**config.mk**
```make
export PLATFORM = sky130hd
export DESIGN_NAME = pc_gen
export DESIGN_NICKNAME = d
export VERILOG_FILES = /design/src/rtl/pc_gen.sv
export SDC_FILE = /design/constraint.sdc
export NUM_CORES = 1
export LEC_CHECK = 0
export ABC_CLOCK_PERIOD_IN_PS = 4470
export CAP_MARGIN = 20
export CORE_MARGIN = 2
export CORE_UTILIZATION = 45
export CTS_CLUSTER_SIZE = 40
export DETAILED_ROUTE_END_ITERATION = 10
export PLACE_DENSITY_LB_ADDON = 0.3
export SLEW_MARGIN = 20
export SYNTH_ARGS = -nofsm -noshare
export SYNTH_HDL_FRONTEND = slang
export SYNTH_SLANG_ARGS = --single-unit
```
**constraint.sdc**
```tcl
create_clock -name clk -period 4.47 [get_ports clk]
set_input_delay 0.894 -clock clk [delete_from_list [all_inputs] [get_ports clk]]
set_output_delay 0.894 -clock clk [all_outputs]
set_load 0.01 [all_outputs]
```
**src/rtl/pc_gen.sv**
```systemverilog
// Registered fetch-stage program counter with BOOT/RUN/HALT control, branch/jump redirect and a
// saturating redirect counter. Define PC_GEN_RAS_EN to add the return-address stack checker.
module pc_gen #(
  parameter int                ADDR_W    = 32,
  parameter logic [ADDR_W-1:0] RESET_VEC = ADDR_W'(32'h3000),
  parameter logic [ADDR_W-1:0] TEXT_BASE = ADDR_W'(32'h3000),
  parameter int                CNT_W     = 16,
  parameter int                RAS_DEPTH = 4
) (
  input  logic              clk,
  input  logic              rst_n,
  input  logic              if_ready,
  output logic              if_valid,
  output logic [ADDR_W-1:0] pc,
  input  logic              br_valid,
  input  logic [2:0]        br_type,
  input  logic              j_valid,
  input  logic              j_reg,
  input  logic              j_link,
  input  logic              j_ret,
  input  logic [ADDR_W-1:0] ex_pc,
  input  logic [15:0]       offset,
  input  logic [25:0]       imm26,
  input  logic              zero,
  input  logic [ADDR_W-1:0] busA,
  input  logic              halt_req,
  input  logic              resume,
  output logic              flush,
  output logic [CNT_W-1:0]  redir_cnt,
  output logic              ras_hit,
  output logic              ras_miss
);

  localparam logic [1:0] ST_BOOT = 2'd0;
  localparam logic [1:0] ST_RUN  = 2'd1;
  localparam logic [1:0] ST_HALT = 2'd2;

  localparam logic [2:0] BR_BEQ  = 3'd0;
  localparam logic [2:0] BR_BNE  = 3'd1;
  localparam logic [2:0] BR_BGTZ = 3'd2;
  localparam logic [2:0] BR_BLEZ = 3'd3;
  localparam logic [2:0] BR_BLTZ = 3'd4;
  localparam logic [2:0] BR_BGEZ = 3'd5;

  logic [1:0]        r_state;
  logic [1:0]        w_state_nxt;
  logic [ADDR_W-1:0] r_pc;
  logic [ADDR_W-1:0] w_pc_nxt;
  logic              r_flush;
  logic [CNT_W-1:0]  r_cnt;

  logic              w_active;
  logic              w_br_taken;
  logic              w_redir;
  logic              w_busa_neg;
  logic              w_busa_zero;
  logic [ADDR_W-1:0] w_br_off;
  logic [ADDR_W-1:0] w_br_tgt;
  logic [31:0]       w_j_raw;
  logic [ADDR_W-1:0] w_j_idx;
  logic [ADDR_W-1:0] w_j_tgt;
  logic [ADDR_W-1:0] w_tgt;

  // ---------------------------------------------------------------------------
  // Control FSM
  // ---------------------------------------------------------------------------
  always_comb begin
    // NOTE: every always_comb output gets a default first so no path leaves it unassigned (no latch).
    w_state_nxt = r_state;
    case (r_state)
      ST_BOOT: w_state_nxt = ST_RUN;
      ST_RUN:  if (halt_req) w_state_nxt = ST_HALT;
      ST_HALT: if (resume && !halt_req) w_state_nxt = ST_RUN;
      default: w_state_nxt = ST_BOOT;
    endcase
  end

  assign w_active = (r_state != ST_BOOT);

  // ---------------------------------------------------------------------------
  // Branch condition and redirect targets
  // ---------------------------------------------------------------------------
  assign w_busa_neg  = busA[ADDR_W-1];
  assign w_busa_zero = (busA == '0);

  always_comb begin
    w_br_taken = 1'b0;
    case (br_type)
      BR_BEQ:  w_br_taken = zero;
      BR_BNE:  w_br_taken = !zero;
      BR_BGTZ: w_br_taken = !w_busa_neg && !w_busa_zero;
      BR_BLEZ: w_br_taken = w_busa_neg || w_busa_zero;
      BR_BLTZ: w_br_taken = w_busa_neg;
      BR_BGEZ: w_br_taken = !w_busa_neg;
      default: w_br_taken = 1'b0;
    endcase
  end

  assign w_br_off = {{(ADDR_W-18){offset[15]}}, offset, 2'b00};
  assign w_br_tgt = ex_pc + w_br_off;

  // The region bits come from the top of the resolving pc, as in the classic J encoding.
  assign w_j_raw = {ex_pc[ADDR_W-1 -: 4], imm26, 2'b00};
  assign w_j_idx = ADDR_W'(w_j_raw);
  assign w_j_tgt = TEXT_BASE + (j_reg ? busA : w_j_idx);

  // A jump masks a simultaneous branch; nothing redirects while still in BOOT.
  assign w_redir = w_active && (j_valid || (br_valid && w_br_taken));
  assign w_tgt   = j_valid ? w_j_tgt : w_br_tgt;

  always_comb begin
    w_pc_nxt = r_pc;
    if (w_redir) begin
      w_pc_nxt = w_tgt;
    end else if ((r_state == ST_RUN) && if_ready) begin
      w_pc_nxt = r_pc + ADDR_W'(4);
    end
  end

  // ---------------------------------------------------------------------------
  // State registers
  // ---------------------------------------------------------------------------
  always_ff @(posedge clk or negedge rst_n) begin
    // NOTE: sequential state uses non-blocking assignments so every register samples pre-edge values.
    if (!rst_n) begin
      r_state <= ST_BOOT;
      r_pc    <= RESET_VEC;
      r_flush <= 1'b0;
      r_cnt   <= '0;
    end else begin
      r_state <= w_state_nxt;
      r_pc    <= w_pc_nxt;
      r_flush <= w_redir;
      if (w_redir && !(&r_cnt)) begin
        r_cnt <= r_cnt + CNT_W'(1);
      end
    end
  end

  assign pc        = r_pc;
  assign if_valid  = (r_state == ST_RUN);
  assign flush     = r_flush;
  assign redir_cnt = r_cnt;

  // ---------------------------------------------------------------------------
  // Return-address stack
  // ---------------------------------------------------------------------------
`ifdef PC_GEN_RAS_EN
  localparam int                PTR_W    = (RAS_DEPTH > 1) ? $clog2(RAS_DEPTH) : 1;
  localparam logic [PTR_W:0]    RAS_FULL = (PTR_W+1)'(RAS_DEPTH);

  logic [ADDR_W-1:0] r_ras [RAS_DEPTH];
  logic [PTR_W-1:0]  r_ras_wp;
  logic [PTR_W:0]    r_ras_cnt;
  logic              r_ras_hit;
  logic              r_ras_miss;

  logic              w_push;
  logic              w_pop;
  logic              w_ras_empty;
  logic [PTR_W-1:0]  w_ras_top_idx;
  logic [ADDR_W-1:0] w_ras_top;
  logic              w_ras_match;

  assign w_push        = w_active && j_valid && !j_reg && j_link;
  assign w_pop         = w_active && j_valid && j_reg && j_ret;
  assign w_ras_empty   = (r_ras_cnt == '0);
  assign w_ras_top_idx = r_ras_wp - PTR_W'(1);
  assign w_ras_top     = r_ras[w_ras_top_idx];
  assign w_ras_match   = !w_ras_empty && (w_ras_top == w_j_tgt);

  // The write pointer wraps, so a push into a full stack lands on the oldest entry.
  always_ff @(posedge clk or negedge rst_n) begin
    if (!rst_n) begin
      r_ras_wp   <= '0;
      r_ras_cnt  <= '0;
      r_ras_hit  <= 1'b0;
      r_ras_miss <= 1'b0;
    end else begin
      r_ras_hit  <= w_pop && w_ras_match;
      r_ras_miss <= w_pop && !w_ras_match;
      if (w_push) begin
        r_ras_wp <= r_ras_wp + PTR_W'(1);
        if (r_ras_cnt != RAS_FULL) begin
          r_ras_cnt <= r_ras_cnt + (PTR_W+1)'(1);
        end
      end else if (w_pop && !w_ras_empty) begin
        r_ras_wp  <= w_ras_top_idx;
        r_ras_cnt <= r_ras_cnt - (PTR_W+1)'(1);
      end
    end
  end

  // NOTE: stack storage is left unreset; r_ras_cnt guarantees no entry is read before it is written.
  always_ff @(posedge clk) begin
    if (w_push) begin
      r_ras[r_ras_wp] <= ex_pc + ADDR_W'(4);
    end
  end

  assign ras_hit  = r_ras_hit;
  assign ras_miss = r_ras_miss;
`else
  logic w_unused_ras;
  assign w_unused_ras = ^{j_link, j_ret};

  assign ras_hit  = 1'b0;
  assign ras_miss = 1'b0;
`endif

endmodule

```
Yosys cells after proc, flatten, opt, wreduce, memory -nomap -nowiden
Index checks and enable logic that the tools add are counted.
{"block": "totals", "out_inout_bits": 52, "word_cells": 45, "input_bits": 120, "regBits": 51}
{"block": "classes", "muxes": 8, "n_eq_ne": 9, "reduce_logical": 20, "n_addsub": 4}
{"cell": "$mux W32", "n": 4}
{"cell": "$add A14 B32 Y32 const A", "n": 1}
{"cell": "$add A32 B3 Y32 const B", "n": 1}
{"cell": "$add A32 B32 Y32", "n": 1}
{"cell": "$logic_not A32 Y1", "n": 1}
{"cell": "$add A16 B1 Y16 const B", "n": 1}
{"cell": "$reduce_and A16 Y1", "n": 1}
{"cell": "$eq A3 B2 Y1 const B", "n": 2}
{"cell": "$eq A3 B3 Y1 const B", "n": 2}
{"cell": "$logic_and A1 B1 Y1", "n": 6}
{"cell": "$pmux W1 S6", "n": 1}
{"cell": "$pmux W2 S3", "n": 1}
{"cell": "$logic_not A1 Y1", "n": 5}
{"cell": "$mux W2", "n": 2}
{"cell": "$reduce_bool A2 Y1", "n": 2}
{"cell": "$eq A3 B1 Y1 const B", "n": 1}
{"cell": "$logic_not A3 Y1", "n": 1}
{"cell": "$eq A2 B1 Y1 const B", "n": 1}
{"cell": "$eq A2 B2 Y1 const B", "n": 1}
{"cell": "$logic_not A2 Y1", "n": 1}
{"cell": "$logic_or A1 B1 Y1", "n": 2}
{"cell": "$ne A2 B1 Y1 const B", "n": 1}
{"cell": "$ne A2 B2 Y1 const B", "n": 1}
{"cell": "$reduce_and A2 Y1", "n": 1}

Depth between registers and ports, before layout
Gate-level depths: netlist of the first run.
{"block": "depth", "depth_word": 8, "depth_mapped": 14, "mapped_depth_nobuf": 10}

Least setup slack after synthesis of the first run
Ideal clock, no wire load.
{"block": "synth_path", "path_kind": "input port to flip-flop", "from": "input j_reg", "to": "register r_pc[26] (netlist: pc[26])", "required_ns": 4.342, "arrival_time_ns": 3.266, "path_stages": 14, "path_slack_ns": 1.075, "path_cell_list": "buf_4 -> buf_6 -> buf_2 -> buf_2 -> buf_2 -> mux2i_1 -> ha_1 -> a211o_1 -> nor4_4 -> nand2_1 -> xor2_1 -> mux2i_1 -> a21oi_1 -> a22oi_2"}
{"block": "synth_via", "elab_chain_cells": 4}
{"item": "from (decl)", "line_no": "18", "source": "input logic j_reg,"}
{"item": "$mux W32", "line_no": "105", "source": "assign w_j_tgt = TEXT_BASE + (j_reg ? busA : w_j_idx);"}
{"item": "$add A14 B32 Y32", "line_no": "105"}
{"item": "$mux W32", "line_no": "109", "source": "assign w_tgt = j_valid ? w_j_tgt : w_br_tgt;"}
{"item": "$mux W32", "line_no": "113", "source": "if (w_redir) begin"}
{"item": "to (signal assigned)", "line_no": "132", "source": "r_pc <= w_pc_nxt;"}
{"item": "to (decl)", "line_no": "47", "source": "logic [ADDR_W-1:0] r_pc;"}
Every way passes these cells.
A chain may end at the register's enable or synchronous reset.

Final worst setup path of the first run
{"block": "layout_path", "from": "input offset[15]", "to": "register r_pc[28] (netlist: pc[28])"}
{"block": "layout_via", "elab_chain_cells": 3}
{"item": "from (decl)", "line_no": "22", "source": "input logic [15:0] offset,"}
{"item": "$add A32 B32 Y32", "line_no": "100", "source": "assign w_br_tgt = ex_pc + w_br_off;"}
{"item": "$mux W32", "line_no": "109"}
{"item": "$mux W32", "line_no": "113"}
Every way passes these cells.

==> results of run 1 <==
[sequential cells by signal (all words and copies together) (netlist names)]
| register | flops |
|---|---|
| flush | 1 |
| r_state | 2 |
| pc | 32 |
| redir_cnt | 16 |
[power by group]
group,total (uW),switching [uW],internal [uW]
clock network,378,171,207
registers,893,241,652
logic,1560,778,777
total,2830,1190,1640
[Yosys cell counts, types with 3 or more instances]
cell type | count | area, sq um
sky130_fd_sc_hd__o21bai_1 | 8 | 60.1
sky130_fd_sc_hd__xor2_1 | 35 | 307
sky130_fd_sc_hd__mux2_2 | 3 | 33.8
sky130_fd_sc_hd__a31o_2 | 3 | 26.3
sky130_fd_sc_hd__buf_6 | 4 | 45.0
sky130_fd_sc_hd__mux2i_1 | 24 | 240
sky130_fd_sc_hd__nor2_1 | 57 | 214
sky130_fd_sc_hd__nor3_1 | 22 | 110
sky130_fd_sc_hd__a211oi_1 | 16 | 120
sky130_fd_sc_hd__a31oi_1 | 4 | 25.0
sky130_fd_sc_hd__clkbuf_1 | 8 | 30.0
sky130_fd_sc_hd__nand2_4 | 3 | 33.8
sky130_fd_sc_hd__buf_2 | 9 | 45.0
sky130_fd_sc_hd__a21oi_1 | 44 | 220
sky130_fd_sc_hd__o21ai_0 | 24 | 120
sky130_fd_sc_hd__buf_4 | 3 | 22.5
sky130_fd_sc_hd__and3b_1 | 3 | 26.3
sky130_fd_sc_hd__and4_1 | 4 | 35.0
sky130_fd_sc_hd__ha_1 | 32 | 400
sky130_fd_sc_hd__o221ai_1 | 3 | 26.3
sky130_fd_sc_hd__nand4_1 | 17 | 106
sky130_fd_sc_hd__nand3_1 | 29 | 145
sky130_fd_sc_hd__o22ai_1 | 6 | 37.5
sky130_fd_sc_hd__inv_1 | 10 | 37.5
sky130_fd_sc_hd__o311ai_1 | 3 | 26.3
sky130_fd_sc_hd__nor4_1 | 8 | 50.1
sky130_fd_sc_hd__nand2b_1 | 5 | 31.3
sky130_fd_sc_hd__and2_1 | 9 | 56.3
sky130_fd_sc_hd__and3_1 | 19 | 119
sky130_fd_sc_hd__nor2b_1 | 7 | 43.8
sky130_fd_sc_hd__o21a_1 | 5 | 37.5
sky130_fd_sc_hd__a21o_1 | 16 | 120
sky130_fd_sc_hd__dfrtp_1 | 49 | 1230
sky130_fd_sc_hd__o211ai_1 | 12 | 90.1
sky130_fd_sc_hd__xnor2_1 | 39 | 342
sky130_fd_sc_hd__nand2_1 | 67 | 251
sky130_fd_sc_hd__o21ai_1 | 11 | 55.1
[placed cells by master, fill, tap and decap left out, types with 3 or more instances in the layout]
| cell type | synthesis | routed |
|---|---|---|
| sky130_fd_sc_hd__o311ai_1 | 3 | 3 |
| sky130_fd_sc_hd__nand3_1 | 29 | 29 |
| sky130_fd_sc_hd__clkdlybuf4s50_1 | 0 | 165 |
| sky130_fd_sc_hd__and4_1 | 4 | 4 |
| sky130_fd_sc_hd__a31o_2 | 3 | 3 |
| sky130_fd_sc_hd__nor3_1 | 22 | 22 |
| sky130_fd_sc_hd__dfrtp_1 | 49 | 49 |
| sky130_fd_sc_hd__o211ai_1 | 12 | 12 |
| sky130_fd_sc_hd__clkbuf_16 | 0 | 5 |
| sky130_fd_sc_hd__o21ai_1 | 11 | 11 |
| sky130_fd_sc_hd__nand2_1 | 67 | 67 |
| sky130_fd_sc_hd__xnor2_1 | 39 | 39 |
| sky130_fd_sc_hd__o21bai_1 | 8 | 8 |
| sky130_fd_sc_hd__o21a_1 | 5 | 5 |
| sky130_fd_sc_hd__a211oi_1 | 16 | 16 |
| sky130_fd_sc_hd__nor2_1 | 57 | 57 |
| sky130_fd_sc_hd__o221ai_1 | 3 | 3 |
| sky130_fd_sc_hd__ha_1 | 32 | 32 |
| sky130_fd_sc_hd__a31oi_1 | 4 | 4 |
| sky130_fd_sc_hd__o22ai_1 | 6 | 6 |
| sky130_fd_sc_hd__buf_4 | 3 | 5 |
| sky130_fd_sc_hd__mux2_2 | 3 | 3 |
| sky130_fd_sc_hd__and3_1 | 19 | 19 |
| sky130_fd_sc_hd__inv_1 | 10 | 10 |
| sky130_fd_sc_hd__mux2i_1 | 24 | 24 |
| sky130_fd_sc_hd__a21oi_1 | 44 | 44 |
| sky130_fd_sc_hd__nor2b_1 | 7 | 7 |
| sky130_fd_sc_hd__nand2b_1 | 5 | 5 |
| sky130_fd_sc_hd__nand4_1 | 17 | 17 |
| sky130_fd_sc_hd__nor4_1 | 8 | 8 |
| sky130_fd_sc_hd__o21ai_0 | 24 | 24 |
| sky130_fd_sc_hd__nand2_4 | 3 | 3 |
| sky130_fd_sc_hd__and3b_1 | 3 | 3 |
| sky130_fd_sc_hd__and2_1 | 9 | 9 |
| sky130_fd_sc_hd__xor2_1 | 35 | 35 |
| sky130_fd_sc_hd__a21o_1 | 16 | 16 |
[path summary, 6_finish.rpt]
| check | endpoint | start | depth (start not counted) | slack (ns) |
|---|---|---|---|---|
| min reg2reg | redir_cnt[6] | redir_cnt[6] | 1 | 0.49 |
| max in group asynchronous | pc[19] | rst_n | 1 | 3.41 |
| min in group asynchronous | pc[1] | rst_n | 1 | 0.62 |
| max reg2reg | pc[28] | pc[2] | 9 | 2.02 |
| min | redir_cnt[6] | redir_cnt[6] | 1 | 0.49 |
| max | pc[28] | offset[15] | 9 | 0.70 |
[layer usage]
| metal | vias up | track usage, % | share of wire [%] |
|---|---|---|---|
| met5 | - | 0 | 0 |
| met1 | 2774 | 37.1 | 45 |
| met4 | 0 | 8.29 | 2.3 |
| met3 | 24 | 2.91 | 6.0 |
| li1 | 2807 | - | - |
| met2 | 262 | 45.2 | 47 |
[critical path, delay by kind of cell]
kind / cells / cell delay (ns)
adder cells (fa/ha/maj): 1 / 0.40
XOR/XNOR: 1 / 0.18
buffers and inverters: 1 / 0.93
AO/OA/AOI/OAI: 6 / 1.55
[layout make-up]
class / count / area (sq um) / share of cell area, %
repair buffers: 171 / 1690 / 23.0
inverters: 12 / 45.0 / 0.611
flip-flops and latches: 51 / 1280 / 17.3
clock inverters: 2 / 12.5 / 0.170
well taps: 147 / 184 / 2.49
clock buffers: 6 / 129 / 1.75
multi-input cells: 590 / 4030 / 54.7
[logic make-up after synthesis]
logic type / synth area share, %
muxes: 5.19
and+or+nand+nor: 25.6
DFF: 23.3
xor gates and xnor gates: 11.8
buffers and inverters: 3.48
other: 0.0682
adders and majority gates: 7.65
AOI/OAI and AO/OA: 22.9
[through the flow]
stage / total power (uW) / hold WS (ns)
2_1_floorplan: 1710 / 0.481
6_report: 2830 / 0.491
4_1_cts: 2820 / 0.495
5_1_grt: 3000 / 0.523
3_5_place_dp: 2430 / 0.483
3_3_place_gp: 2380 / 0.475
==> results by group, run 1 <==
Yosys
  • Sequential share of the synthesized area: 23.3%
  • Cells after Synth: 677
  • YS warnings: 0
  • Flop and latch count out of synthesis: 51
  • Number of synthesized flops with an enable pin: 0
  • Fraction of registers with async set or reset after synthesis: 100%
  • Mean area per synthesized cell: 8.12 sq um
  • Ys flop type: sky130_fd_sc_hd__dfrtp_1
  • Total standard cell area after synthesis: 5500 sq um
  • Count of distinct cell types in the synthesized netlist: 81

Setup path
  • Slowest cell on the critical path: sky130_fd_sc_hd__clkdlybuf4s50_1
  • Critical-path maximum fanout: 15
  • Category of the critical setup timing path: input port to register
  • Launching element type of the critical path: input port
  • Endpoint required time on the critical path: 4.66 ns
  • Cell repeated most along the worst path: sky130_fd_sc_hd__a21o_1
  • Worst Setup End Kind: register
  • Ordered list of cells on the worst path: clkdlybuf4s50_1 -> ha_1 -> a21o_1 -> a21o_1 -> a21o_1 -> a2111oi_0 -> a21oi_1 -> xor2_1 -> a22o_1
  • CP max stage delay: 0.93 ns
  • Arrival time at the worst endpoint: 3.95 ns

Status
  • Status: complete, no violations

Drt
  • Routed via count: 5,867
  • Starting DRC count in detailed routing: 448
  • Residual antenna-violating net count after detailed routing: 0
  • Wire per inst: 18.2 microns
  • Via density per instance: 5.99
  • Detailed Routing Iterations Pass 1: 5
  • Overall routed net length: 17,800 microns
  • Remaining DRCs: 0

Layout
  • Final std cell area, no fill: 7370 sq um
  • Diode insertion count for antenna repair: 0
  • Share of layout cells above drive strength 1: 5.41%
  • Count of non-filler cells in the finished layout: 979
  • Number of nets in the final layout: 984
  • Filler Cell Count: 1,071
  • Final core utilization: 61.7%
  • Relative area change from synthesis to final layout: 34.1%

Placement
  • HPWL Detailed: 14,400 microns
  • Post-Place Cell Area: 7230 sq um
  • Last weighted congestion value of the routability-driven placer: 0.910
  • Post-Place Cells: 971
  • IO Port Bufs: 167
  • Post-placement setup slack: 0.466 ns

Clock tree
  • H-tree level count: 2
  • CTS Root Buffer Type: sky130_fd_sc_hd__clkbuf_16
  • Total CTS buffers: 5
  • Number of buffers on the longest clock path: 2
  • Clock slew at reported path FFs: 0.07 ns
  • Clock insertion delay at the later pin of the skew report: 0.29 ns
  • Number of gates resized after cts: 0
  • Clock sink total: 51
  • Cts-stage hold buffer count: 0
  • Number of setup buffers added after CTS: 0
  • TritonCTS clock tree: done

Worst hold path
  • Min-delay worst type: register to register

Power
  • Cell Pwr Density: 383 nW/um^2
  • Standby leakage power: 0.00297 uW
  • Max IR drop VDD: 184 uV

Timing
  • Number of endpoints failing setup at the final stage: 0
  • Endpoints failing hold: 0
  • Setup slack after layout: 0.705 ns
  • Post-Route Skew: 0.00322 ns
  • Unrepaired setup endpoints after global routing: false
  • Post-layout min period: 3.77 ns
  • Sum Neg Setup Slack: 0 ns
  • Max Fclk: 0.266 GHz
  • Tightest Pin Transition: 0.803 ns
  • Final worst path period share: 84.2%
  • Final slew viol count: 0
  • Worst slew margin relative to its limit: 46.2%

Job
  • Max Cap Viol: 0

Die
  • Die outline height: 115 microns
  • Area of the core: 12,000 sq um
  • Core Rows: 40
  • Die Span X: 115 microns
  • Boundary Pins: 172
  • Effective utilization at floorplan: 46.0%
  • Total die area: 13,100 sq um

Global route
  • First-pass GRT wire length: 28,400 microns
  • Number of antenna violations at the first check in global routing: 0
  • Vias in the first global route: 5,570
  • Global-route usage over all layers: 27.2%
  • GRT Residual Overflow: 0
  • Maximum number of pins on one net before global-route repair: 52
Power figures use the tool's default switching activity.
==> run 2, diff against run 1 <==
Settings changed: ABC_CLOCK_PERIOD_IN_PS 4470 to 3500.
Clock period 4.47 ns to 3.5 ns, I/O delays scaled along.
==> run 2 against run 1 <==
Compared with the run above:
- global-route usage grew 0.46 points
- first-iteration DRC count is 1.3% higher
- clock skew rose by 0.0044 ns
- sequential power increased by 28%
- register-to-register slack worse by 0.83 ns
- clock power up 39%
- combinational power rose by 32%
- utilization up 1.8 points
- non-clock buffer count is 23 higher
- flip-flop and latch count did not move
- via count up 0.99%
- worst setup slack got worse by 0.57 ns
==> results by group, run 2 (synthesized netlist as in run 1, its figures left out) <==
Layout
  • Most common cell after layout, fill and taps aside: sky130_fd_sc_hd__clkdlybuf4s50_1
  • Relative area change from synthesis to final layout: 38.0%
  • Share of layout cells above drive strength 1: 8.07%
  • Max FFs per register: 32
  • Highest-count cells in the layout ignoring fill and taps: sky130_fd_sc_hd__clkdlybuf4s50_1, sky130_fd_sc_hd__nand2_1, sky130_fd_sc_hd__nor2_1, sky130_fd_sc_hd__dfrtp_1, sky130_fd_sc_hd__a21oi_1
  • Count of non-filler cells in the finished layout: 1,002
  • Filler Cell Count: 1,049
  • Diode insertion count for antenna repair: 0
  • Number of nets in the final layout: 1,007

Clock tree
  • Clock sink total: 51
  • Number of gates resized after cts: 0
  • CTS Root Buffer Type: sky130_fd_sc_hd__clkbuf_16
  • Cts-stage hold buffer count: 0
  • Clock slew at reported path FFs: 0.07 ns
  • Total CTS buffers: 5
  • H-tree level count: 2
  • Number of buffers on the longest clock path: 2
  • Clock insertion delay at the later pin of the skew report: 0.30 ns
  • Number of setup buffers added after CTS: 0
  • TritonCTS clock tree: done

Timing
  • Post-layout min period: 3.36 ns
  • Number of endpoints failing setup at the final stage: 0
  • Max Fclk: 0.297 GHz
  • Final slew viol count: 0
  • Post-Route Skew: 0.00758 ns
  • Worst slew margin relative to its limit: 46.8%
  • Tightest Pin Transition: 0.795 ns
  • Unrepaired setup endpoints after global routing: false
  • Endpoints failing hold: 0
  • Setup slack after layout: 0.136 ns
  • Final hold slack: 0.341 ns
  • Final worst path period share: 96.1%

Worst hold path
  • Min-delay worst type: input port to asynchronous set/reset pin

Power
  • Max IR drop VDD: 263 uV
  • Standby leakage power: 0.00310 uW
  • Cell Pwr Density: 490 nW/um^2

Die
  • Die Span X: 115 microns
  • Die outline height: 115 microns
  • Effective utilization at floorplan: 46.0%
  • Total die area: 13,100 sq um
  • Core Rows: 40
  • Boundary Pins: 172
  • Area of the core: 12,000 sq um

Drt
  • Detailed Routing Iterations Pass 1: 5
  • Met3 WL: 1010 microns
  • Remaining DRCs: 0
  • M1 WL: 8190 microns
  • Highest signal layer in the routed design: met4
  • Starting DRC count in detailed routing: 454
  • Wire per inst: 18.1 microns
  • Overall routed net length: 18,200 microns
  • Via density per instance: 5.91
  • Residual antenna-violating net count after detailed routing: 0
  • Routed wire length on met2: 8680 microns
  • Routed via count: 5,925

Setup path
  • CP max stage delay: 0.41 ns
  • Arrival time at the worst endpoint: 3.53 ns
  • Critical path buffer and inverter count: 2
  • Family of cells with the greatest summed delay on the critical path: compound AO/OA/AOI/OAI gates
  • Depth of the worst register-to-register path: 8
  • Worst Setup End Kind: register
  • Slowest cell on the critical path: sky130_fd_sc_hd__clkdlybuf4s50_1
  • Crit Reg-Reg Endpoint: pc[28]
  • Critical-path maximum fanout: 3
  • Category of the critical setup timing path: input port to register
  • Ordered list of cells on the worst path: clkdlybuf4s50_1 -> ha_1 -> fa_1 -> a211oi_1 -> o21bai_1 -> a31o_2 -> a31o_2 -> xor2_1 -> o21ai_0 -> buf_4 -> o221ai_1
  • Launching element type of the critical path: input port
  • Cell repeated most along the worst path: sky130_fd_sc_hd__a31o_2
  • Endpoint required time on the critical path: 3.67 ns
  • Reg-to-reg critical path startpoint: pc[13]
  • Setup slack on the worst flop-to-flop path: 1.19 ns

Global route
  • Global-route usage over all layers: 27.6%
  • Maximum number of pins on one net before global-route repair: 37
  • Number of antenna violations at the first check in global routing: 0
  • Vias in the first global route: 5,701
  • GRT Residual Overflow: 0
  • First-pass GRT wire length: 28,900 microns

Placement
  • HPWL Detailed: 14,900 microns
  • Post-placement setup slack: -0.0877 ns
  • Post-Place Cells: 994
  • IO Port Bufs: 167
  • Last weighted congestion value of the routability-driven placer: 0.904

Job
  • Max Cap Viol: 0

Status
  • Status: complete, no violations
run 2: cell count changes in the layout (fill, tap and decap cells not counted):
cell,delta
sky130_fd_sc_hd__buf_4,+20
sky130_fd_sc_hd__clkbuf_1,-1
sky130_fd_sc_hd__buf_2,+1
sky130_fd_sc_hd__clkinv_2,-1
sky130_fd_sc_hd__buf_12,+2
sky130_fd_sc_hd__clkbuf_8,+2
run 2: worst reg2reg max path: cells and delay by family (launching register included):
| kind | cells | cell delay [ns] |
|---|---|---|
| XOR/XNOR | 1 | 0.18 |
| AO/OA/AOI/OAI | 1 | 0.20 |
| AND/OR/NAND/NOR | 6 | 1.24 |
| flip-flops | 1 | 0.58 |
run 2: power by group:
part	switching, uW	total, uW	internal (uW)	leakage [uW]
logic	1010	2060	1040	0.00242
registers	304	1140	833	0.000610
clock network	222	526	304	0.0000761
total	1540	3720	2180	0.00310
run 2: worst max path at each step:
stage | start | endpoint | slack (ns) | cells after the start
floorplan | j_reg | pc[26] | 0.30 | 14
global placement | offset[0] | pc[26] | -0.05 | 12
detailed placement | offset[0] | pc[16] | -0.09 | 11
CTS | offset[0] | pc[16] | 0.21 | 11
global route | offset[0] | pc[26] | 0.004 | 12
finish | offset[0] | pc[16] | 0.14 | 11
run 2: stage by stage:
stage | util (%) | cell area, sq um | setup TNS (ns) | total power [uW]
floorplan | - | 5500 | 0 | 2180
global placement | 61.9 | 7410 | -0.0888 | 3100
detailed placement | 62.1 | 7430 | -0.200 | 3170
CTS | 63.4 | 7590 | 0 | 3710
global route | 63.4 | 7590 | 0 | 3940
finish | 63.4 | 7590 | 0 | 3720
run 2: layer usage:
layer,GRT usage (%),vias to the layer above
met5,0,-
met1,38.3,2822
met2,46.5,235
met3,2.28,15
li1,-,2853
met4,7.07,0
run 2: layout make-up:
class                   instances  area, sq um  share of cell area (%)
clock buffers                   7          153                    2.01
repair buffers                194         1890                    24.9
well taps                     147          184                    2.42
flip-flops and latches         51         1280                    16.9
inverters                      12         45.0                   0.594
multi-input cells             590         4030                    53.1
clock inverters                 1         7.51                  0.0989
==> run 3, diff against run 2 <==
Settings changed: SLEW_MARGIN 20 to not set.
==> run 3 against run 2 <==
Compared with the run above:
- maximum frequency decreased by 1.4%
- critical endpoint unchanged
- combinational power about the same
- worst setup slack got worse by 0.047 ns
- non-clock buffer count unchanged
- design area decreased by 0.30%
- die area unchanged
- sequential share of layout area increased by 0.050 points
- power decreased by 1.4%
- cell count unchanged
- critical path type unchanged
- clock skew decreased by 0.0012 ns
- sequential power about the same
- register-to-register slack improved by 0.02 ns
==> results by group, run 3 (synthesized netlist as in run 1, its figures left out) <==
Drt
  • Starting DRC count in detailed routing: 458
  • Overall routed net length: 18,200 microns
  • Residual antenna-violating net count after detailed routing: 0
  • Via density per instance: 5.90
  • Detailed Routing Iterations Pass 1: 5
  • Wire per inst: 18.1 microns
  • Routed via count: 5,911
  • Remaining DRCs: 0

Timing
  • Final hold slack: 0.334 ns
  • Sum Neg Setup Slack: 0 ns
  • Max Fclk: 0.293 GHz
  • Endpoints failing hold: 0
  • Number of endpoints failing setup at the final stage: 0
  • Worst slew margin relative to its limit: 47.1%
  • Post-Route Skew: 0.00643 ns
  • Tightest Pin Transition: 0.790 ns
  • Post-layout min period: 3.41 ns
  • Final slew viol count: 0
  • Final worst path period share: 97.5%
  • Unrepaired setup endpoints after global routing: true

Setup path
  • Cell repeated most along the worst path: sky130_fd_sc_hd__a31o_2
  • Setup slack on the worst flop-to-flop path: 1.21 ns
  • Worst Setup End Kind: register
  • Number of cells on the critical path: 11
  • Critical path buffer and inverter count: 2
  • CP max stage delay: 0.41 ns
  • Depth of the worst register-to-register path: 8
  • Ordered list of cells on the worst path: clkdlybuf4s50_1 -> ha_1 -> fa_1 -> a211oi_1 -> o21bai_1 -> a31o_2 -> a31o_2 -> xor2_1 -> o21ai_0 -> buf_4 -> o221ai_1
  • Critical-path maximum fanout: 3
  • Slowest cell on the critical path: sky130_fd_sc_hd__clkdlybuf4s50_1
  • Endpoint required time on the critical path: 3.67 ns
  • Reg-to-reg critical path startpoint: pc[13]
  • Family of cells with the greatest summed delay on the critical path: compound AO/OA/AOI/OAI gates
  • Crit Reg-Reg Endpoint: pc[28]
  • Launching element type of the critical path: input port
  • Arrival time at the worst endpoint: 3.58 ns
  • Category of the critical setup timing path: input port to register

Die
  • Core Rows: 40
  • Die outline height: 115 microns
  • Boundary Pins: 172
  • Area of the core: 12,000 sq um
  • Effective utilization at floorplan: 46.0%
  • Die Span X: 115 microns
  • Total die area: 13,100 sq um

Power
  • Standby leakage power: 0.00309 uW
  • Max IR drop VDD: 257 uV
  • Cell Pwr Density: 485 nW/um^2

Clock tree
  • H-tree level count: 2
  • Number of gates resized after cts: 0
  • Total CTS buffers: 5
  • Cts-stage hold buffer count: 0
  • Number of buffers on the longest clock path: 2
  • Clock insertion delay at the later pin of the skew report: 0.30 ns
  • Clock sink total: 51
  • Clock slew at reported path FFs: 0.07 ns
  • CTS Root Buffer Type: sky130_fd_sc_hd__clkbuf_16
  • Number of setup buffers added after CTS: 0
  • TritonCTS clock tree: done

Layout
  • Most common cell after layout, fill and taps aside: sky130_fd_sc_hd__clkdlybuf4s50_1
  • Diode insertion count for antenna repair: 0
  • Highest-count cells in the layout ignoring fill and taps: sky130_fd_sc_hd__clkdlybuf4s50_1, sky130_fd_sc_hd__nand2_1, sky130_fd_sc_hd__nor2_1, sky130_fd_sc_hd__dfrtp_1, sky130_fd_sc_hd__a21oi_1
  • Final core utilization: 63.3%
  • Count of non-filler cells in the finished layout: 1,002
  • Share of layout cells above drive strength 1: 7.84%
  • Filler Cell Count: 1,036
  • Max FFs per register: 32
  • Sequential Area: 1280 sq um
  • Relative area change from synthesis to final layout: 37.6%
  • Number of nets in the final layout: 1,007
  • Area of combinational cells with multiple inputs: 4030 sq um

Global route
  • Number of antenna violations at the first check in global routing: 0
  • GRT Residual Overflow: 0
  • Global-route usage over all layers: 27.7%
  • First-pass GRT wire length: 29,000 microns
  • Vias in the first global route: 5,708
  • Maximum number of pins on one net before global-route repair: 37

Placement
  • HPWL Detailed: 14,900 microns
  • Post-Place Cells: 994
  • Last weighted congestion value of the routability-driven placer: 0.904
  • IO Port Bufs: 167

Job
  • Max Cap Viol: 0

Worst hold path
  • Min-delay worst type: input port to asynchronous set/reset pin

Status
  • Status: complete, no violations
-- run 3: final cells by class --
type / count / share of cell area, %
Multi-Input combinational cell: 590 / 53.3
Clock inverter: 1 / 0.0661
Timing Repair Buffer: 194 / 25.0
Clock buffer: 7 / 1.75
Inverter: 12 / 0.595
Tap cell: 147 / 2.43
Sequential cell: 51 / 16.9
-- run 3: how the worst max path moves through the flow --
stage / startpoint / to
6_report: offset[0] / pc[16]
5_1_grt: offset[0] / pc[26]
4_1_cts: offset[0] / pc[16]
3_5_place_dp: offset[0] / pc[16]
3_3_place_gp: offset[0] / pc[26]
2_1_floorplan: j_reg / pc[26]
-- run 3: power by group --
part,internal [uW],switching [uW]
Clock,265,214
Sequential,833,301
Combinational,1040,1010
-- run 3: metal layers --
metal  up-vias  routed length (microns)  global-route usage, %
met5         -                        0                      0
met4         0                      393                   8.54
met3        24                     1100                   2.12
met2       245                     8500                   45.8
met1      2783                     8170                   38.7
li1       2859                        -                      -
-- run 3: stage by stage --
stage                     area [sq um]  power, uW  worst slack, ns
after floorplan                   5500       2180            0.299
after global placement            7410       3100          -0.0490
after detailed placement          7430       3160          -0.0889
after CTS                         7570       3660            0.205
after global routing              7570       3890         -0.00457
final                             7570       3670           0.0891
